--- src/rtl/vga_timing_pkg.sv ---
// Shared VGA timing definitions: horizontal phase enum and default 640x480 horizontal constants.
// The vertical generator imports this package too.
package vga_timing_pkg;

  typedef enum logic [1:0] {
    SYNC        = 2'd0,
    BACK_PORCH  = 2'd1,
    ACTIVE      = 2'd2,
    FRONT_PORCH = 2'd3
  } h_state_t;

  localparam int H_COUNTER_SIZE    = 11;
  localparam int H_SYNC_LEN        = 96;
  localparam int H_BACK_PORCH_LEN  = 48;
  localparam int H_ACTIVE_LEN      = 640;
  localparam int H_FRONT_PORCH_LEN = 16;
  localparam int H_LINE_LEN        = 800;

endpackage

--- src/rtl/h_timing_generator_if.sv ---
// Signal bundle between the horizontal timing generator and its consumers.
// pixel_enable is a one-way tick qualifier (no ready/backpressure); every output is registered.
interface h_timing_generator_if #(
  parameter int COUNTER_SIZE = vga_timing_pkg::H_COUNTER_SIZE
);
  logic                    pixel_enable;
  logic                    h_sync;
  logic                    h_active;
  logic [COUNTER_SIZE-1:0] h_position;
  logic                    line_end;

  modport master (
    input  pixel_enable,
    output h_sync,
    output h_active,
    output h_position,
    output line_end
  );

  modport slave (
    output pixel_enable,
    input  h_sync,
    input  h_active,
    input  h_position,
    input  line_end
  );
endinterface

--- src/rtl/enabled_wrap_counter.sv ---
// Enable-qualified up counter with synchronous reset that wraps from LAST to 0.
// wrap is combinational: high on an enabled cycle whose count is LAST.
module enabled_wrap_counter #(
  parameter int WIDTH = 11,
  parameter int LAST  = 799
) (
  input  logic             clk,
  input  logic             rst,
  input  logic             en,
  output logic [WIDTH-1:0] count,
  output logic             wrap
);

  logic at_last;

  assign at_last = (count == WIDTH'(LAST));
  assign wrap    = en && at_last;

  always_ff @(posedge clk) begin
    if (rst) begin
      count <= '0;
    end else if (en) begin
      count <= at_last ? '0 : count + 1'b1;
    end
  end

endmodule

--- src/rtl/h_timing_generator.sv ---
// Horizontal timing generator: SYNC -> BACK_PORCH -> ACTIVE -> FRONT_PORCH per scan line.
// Define H_TIMING_ACTIVE_LOW_SYNC_EN for negative-polarity h_sync (standard VGA).
module h_timing_generator
  import vga_timing_pkg::*;
#(
  parameter int COUNTER_SIZE    = H_COUNTER_SIZE,
  parameter int SYNC_LEN        = H_SYNC_LEN,
  parameter int BACK_PORCH_LEN  = H_BACK_PORCH_LEN,
  parameter int ACTIVE_LEN      = H_ACTIVE_LEN,
  parameter int FRONT_PORCH_LEN = H_FRONT_PORCH_LEN,
  parameter int LINE_LEN        = H_LINE_LEN
) (
  input  logic                  control_clock,
  input  logic                  reset,
  h_timing_generator_if.master  bus,
  output h_state_t              state
);

  if (LINE_LEN != SYNC_LEN + BACK_PORCH_LEN + ACTIVE_LEN + FRONT_PORCH_LEN) begin : g_len_sum_check
    $fatal(1, "h_timing_generator: LINE_LEN %0d does not equal the sum of the phase lengths", LINE_LEN);
  end
  if (longint'(LINE_LEN) > (longint'(1) << COUNTER_SIZE)) begin : g_width_check
    $fatal(1, "h_timing_generator: LINE_LEN %0d does not fit in %0d bits", LINE_LEN, COUNTER_SIZE);
  end
  if (SYNC_LEN < 1 || BACK_PORCH_LEN < 1 || ACTIVE_LEN < 1 || FRONT_PORCH_LEN < 1) begin : g_phase_check
    $fatal(1, "h_timing_generator: every phase must be at least one tick long");
  end

`ifdef H_TIMING_ACTIVE_LOW_SYNC_EN
  localparam logic SYNC_ON = 1'b0;
`else
  localparam logic SYNC_ON = 1'b1;
`endif

  localparam logic [COUNTER_SIZE-1:0] SYNC_LAST   = COUNTER_SIZE'(SYNC_LEN - 1);
  localparam logic [COUNTER_SIZE-1:0] BP_LAST     = COUNTER_SIZE'(SYNC_LEN + BACK_PORCH_LEN - 1);
  localparam logic [COUNTER_SIZE-1:0] ACTIVE_LAST = COUNTER_SIZE'(SYNC_LEN + BACK_PORCH_LEN + ACTIVE_LEN - 1);

  logic [COUNTER_SIZE-1:0] count;
  logic                    wrap;
  logic                    h_sync_q;
  logic                    h_active_q;
  logic [COUNTER_SIZE-1:0] h_position_q;
  logic                    line_end_q;

  enabled_wrap_counter #(
    .WIDTH (COUNTER_SIZE),
    .LAST  (LINE_LEN - 1)
  ) u_line_counter (
    .clk   (control_clock),
    .rst   (reset),
    .en    (bus.pixel_enable),
    .count (count),
    .wrap  (wrap)
  );

  // Each phase exit sets the outputs for the first count of the next phase,
  // so outputs always describe the count the counter moves to on this edge.
  always_ff @(posedge control_clock) begin
    if (reset) begin
      state        <= SYNC;
      h_sync_q     <= SYNC_ON;
      h_active_q   <= 1'b0;
      h_position_q <= '0;
      line_end_q   <= 1'b0;
    end else begin
      line_end_q <= wrap;
      if (bus.pixel_enable) begin
        case (state)
          SYNC: begin
            if (count == SYNC_LAST) begin
              state    <= BACK_PORCH;
              h_sync_q <= ~SYNC_ON;
            end
          end
          BACK_PORCH: begin
            if (count == BP_LAST) begin
              state        <= ACTIVE;
              h_active_q   <= 1'b1;
              h_position_q <= '0;
            end
          end
          ACTIVE: begin
            if (count == ACTIVE_LAST) begin
              state        <= FRONT_PORCH;
              h_active_q   <= 1'b0;
              h_position_q <= '0;
            end else begin
              h_position_q <= h_position_q + 1'b1;
            end
          end
          FRONT_PORCH: begin
            if (wrap) begin
              state    <= SYNC;
              h_sync_q <= SYNC_ON;
            end
          end
          default: begin
            state <= SYNC;
          end
        endcase
      end
    end
  end

  assign bus.h_sync     = h_sync_q;
  assign bus.h_active   = h_active_q;
  assign bus.h_position = h_position_q;
  assign bus.line_end   = line_end_q;

endmodule

--- src/flat_wrapper.sv ---
// flat-port wrapper written by rule: the top's interface ports become plain ports
module h_timing_generator_flat import vga_timing_pkg::*;
#(
  parameter int COUNTER_SIZE    = H_COUNTER_SIZE,
  parameter int SYNC_LEN        = H_SYNC_LEN,
  parameter int BACK_PORCH_LEN  = H_BACK_PORCH_LEN,
  parameter int ACTIVE_LEN      = H_ACTIVE_LEN,
  parameter int FRONT_PORCH_LEN = H_FRONT_PORCH_LEN,
  parameter int LINE_LEN        = H_LINE_LEN
)
  (control_clock, reset, state, bus_pixel_enable, bus_h_sync, bus_h_active, bus_h_position, bus_line_end);
  h_timing_generator_if #(.COUNTER_SIZE(COUNTER_SIZE)) bus_i ();
  input  logic control_clock;
  input  logic reset;
  output h_state_t state;
  input wire logic [$bits(bus_i.pixel_enable)-1:0] bus_pixel_enable;
  output wire logic [$bits(bus_i.h_sync)-1:0] bus_h_sync;
  output wire logic [$bits(bus_i.h_active)-1:0] bus_h_active;
  output wire logic [$bits(bus_i.h_position)-1:0] bus_h_position;
  output wire logic [$bits(bus_i.line_end)-1:0] bus_line_end;
  assign bus_i.pixel_enable = bus_pixel_enable;
  assign bus_h_sync = bus_i.h_sync;
  assign bus_h_active = bus_i.h_active;
  assign bus_h_position = bus_i.h_position;
  assign bus_line_end = bus_i.line_end;
  h_timing_generator #(.COUNTER_SIZE(COUNTER_SIZE), .SYNC_LEN(SYNC_LEN), .BACK_PORCH_LEN(BACK_PORCH_LEN), .ACTIVE_LEN(ACTIVE_LEN), .FRONT_PORCH_LEN(FRONT_PORCH_LEN), .LINE_LEN(LINE_LEN)) u_core (.control_clock(control_clock), .reset(reset), .bus(bus_i), .state(state));
endmodule
--- config.mk ---
export PLATFORM = sky130hd
export DESIGN_NAME = h_timing_generator_flat
export DESIGN_NICKNAME = d
export VERILOG_FILES = /design/src/rtl/vga_timing_pkg.sv /design/src/rtl/h_timing_generator_if.sv /design/src/rtl/enabled_wrap_counter.sv /design/src/rtl/h_timing_generator.sv /design/src/flat_wrapper.sv
export SDC_FILE = /design/constraint.sdc
export NUM_CORES = 1
export LEC_CHECK = 0
export BUFFER_PORTS_ARGS = -buffer_cell sky130_fd_sc_hd__buf_2
export CORE_ASPECT_RATIO = 1.25
export CORE_UTILIZATION = 55
export DETAILED_ROUTE_END_ITERATION = 10
export GPL_TIMING_DRIVEN = 0
export PLACE_DENSITY = 0.79
export SLEW_MARGIN = 40
export SYNTH_ARGS = -nofsm -noshare
export SYNTH_HDL_FRONTEND = slang
export SYNTH_SLANG_ARGS = --single-unit
--- constraint.sdc ---
create_clock -name control_clock -period 2.75 [get_ports control_clock]
set_clock_uncertainty 0.2 [all_clocks]
set_input_delay 0.4125 -clock control_clock [delete_from_list [all_inputs] [get_ports control_clock]]
set_output_delay 0.4125 -clock control_clock [all_outputs]
set_load 0.01 [all_outputs]
==> flow_metrics.tcl <==
set metrics [dict create \
    seq_area_frac_synth 0.399 \
    synth_top_cell_area_share 0.399 \
    cts_tree "yes" \
    fin_ws_ps 557 \
    rsz0062_at_grt "no" \
    drtIter0Drc 32 \
    ys_seq_elements 27 \
    syn_area_um2 1350 \
    async_reset_ff_frac 0 \
    die-height_um 57.5 \
    cts.path.max_buffers 2 \
    placed_area_um2 1480 \
    synth_area_per_cell_um2 8.68 \
    grtUsageTotal 0.220 \
    clock.fmax_mhz 456 \
    vias 1162 \
    drc 0 \
    final_common_cell "dfxtp_1" \
    synth_top_area_cell "dfxtp_1" \
    irDropWorstVdd_v 0.000336 \
    powerDensity_nw_per_um2 392 \
    status "completed" \
    drtAntennaViolNets 0 \
    rows 19 \
    cts_hold_buf 0 \
    io_pins 19 \
    syn-num-nets 165 \
    synth.distinct_cells 36 \
    coreArea_um2 2260 \
    avgViaCountPerCell 5.56 \
    start_util 0.599 \
    post_cts.repair.setup_buffers 0 \
    power_leakage_nw 0.581 \
    rr_worst_depth 8 \
    finalNetCount 188 \
    whs_path_depth 2 \
    finalCriticalPeriod_ps 2190 \
    antenna_cells 0 \
    multi_input_area_um2 777 \
    io_buffers 18 \
    drive_gt1_frac 0.157 \
    critPathKind "reg2reg" \
    design_area_um2 1510 \
    crit_slowest_cell "dfxtp_1" \
    ys_dominant_reg_cell "dfxtp_1" \
    hold_viol 0 \
    max_slew_margin 0.720 \
    drt-wirelength-per-cell_um 12.4 \
    swShare 0.224 \
    ys_warn_count 0 \
    dieArea_um2 2670 \
    share_seq_of_total_power 0.672 \
    clock_sinks 27 \
    grt_first_pass_wirelength_mm 4.25 \
    intPower_w 0.000459 \
    cts_inserted_buffers 3 \
    fillers 194 \
    cts-root-buf "clkbuf_4" \
    crit_chain "ha_1 > and3_1 > clkbuf_2 > nand4_1 > a22o_1 > o21ai_0 > buf_2 > nor2_1" \
    layout_common_cells "dfxtp_1 (27), nor2_1 (25), buf_2 (19)" \
    final_util 0.668 \
    cp-end-kind "register" \
    firstDrtPassIters 4 \
    finalSetupTns_ps 0 \
    critPathArrivalTime_ps 2240 \
    slew_violations 0 \
    seqCellArea_um2 541 \
    cp_slowest_stage_delay_ps 410 \
    clkTransAtPathRegs_ps 130 \
    worst_hold_path_type "in2reg" \
    die_x_um 46.4 \
    synthCells 156 \
    worstPathRequired_ps 2790 \
    antenna_found_initial 0 \
    grt-ovfl-total 0 \
    synth_top_cells_by_area "dfxtp_1 (40%), xnor2_1 (9.1%), nor2_1 (6.9%)" \
    synth_edf_count 0 \
    p_clk_frac 0.291 \
    insertion_delay_ps 340 \
    cp_max_fo 10 \
    crit_path_start_kind "register" \
    place_ws_ps 571 \
    finalSetupViolCount 0 \
    max-cap-violations 0 \
    share_comb_of_total_power 0.037 \
    cts_resized 0 \
    hpwlAfterDp_mm 1.98 \
    power.net_switching_w 0.000133 \
    worst_pin_slew_ps 420 \
    period_share 0.798 \
    synthToLayoutAreaGrowth_pct 11.5 \
    cts-htree-levels 1 \
    place_congestion 0.864 \
    grt_pass1_vias 1083 \
    drt_wl_total_mm 2.59 \
    grt_max_degree 15 \
]
==> routing by layer <==
metal | track usage | vias up | wire, um
met3 | 0.0506 | 5 | 114
met2 | 0.363 | 34 | 1330
li1 | - | 589 | -
met1 | 0.236 | 534 | 1090
met4 | 0.151 | 0 | 52
met5 | 0 | - | 0
==> Yosys cell counts (2+ instances only) <==
library cell  count
inv_1             4
dfxtp_1          27
and2_1            2
o21ai_0           2
nand2_1          13
and3_1            4
clkbuf_1          2
xor2_1            6
ha_1              6
or3_1             2
nor4_1            2
nand3_1           8
and3_2            2
xnor2_1          14
a21oi_1           7
a211oi_1          4
nand4_1           7
nor2_1           25
o31a_1            2
==> cell families (layout without fill, tap and decap cells) <==
family	Yosys count	count (layout)	share of synthesized area
xor+xnor	20	20	0.129
simple gates	73	73	0.282
compound gates	20	20	0.0998
mux	1	1	0.00739
buf+inv	9	31	0.0268
flops	27	27	0.399
fa+ha+maj	6	6	0.0555
==> path summary, 6_finish.rpt <==
| check | from | endpoint | slack [ps] |
|---|---|---|---|
| max reg2reg | u_core.u_line_counter.count[0] | u_core.bus.h_position[3] | 560 |
| min reg2reg | u_core.bus.h_sync | u_core.bus.h_sync | 280 |
| min | reset | u_core.state[0] | 110 |
| max | u_core.u_line_counter.count[0] | u_core.bus.h_position[3] | 560 |
==> flip-flops by register name, indices dropped and copies added (netlist names) <==
signal	count
u_core.bus.line_end	1
u_core.u_line_counter.count	11
u_core.bus.h_position	11
u_core.state	2
u_core.bus.h_sync	1
u_core.bus.h_active	1
==> critical path: cells and delay by family (launching register included) <==
kind	cells	cell delay [ps]
fa+ha+maj	1	180
compound gates	2	560
simple gates	3	310
buf+inv	2	430
flops	1	410
==> power groups by stage <==
stage	logic, W	clock network [W]	registers (W)
floorplan	0.0000151	0	0.000406
detailed placement	0.0000220	0	0.000406
finish	0.0000220	0.000172	0.000398
global placement	0.0000214	0	0.000406
global route	0.0000242	0.000196	0.000399
CTS	0.0000221	0.000174	0.000398
==> through the flow <==
step           std cells  total power [W]  hold slack [ps]
6_report             209         0.000592              107
5_1_grt              209         0.000619              105
4_1_cts              209         0.000593              110
3_5_place_dp         205         0.000428              250
3_3_place_gp         205         0.000428              246
2_1_floorplan        156         0.000421              282
==> layout make-up <==
cell class,count,area share
Tap cell,31,0.0257
Clock buffer,4,0.0174
Timing Repair Buffer,18,0.0597
Buffer,5,0.0141
Multi-Input combinational cell,120,0.515
Sequential cell,27,0.358
Inverter,4,0.00995
Power figures use the tool's default switching activity.
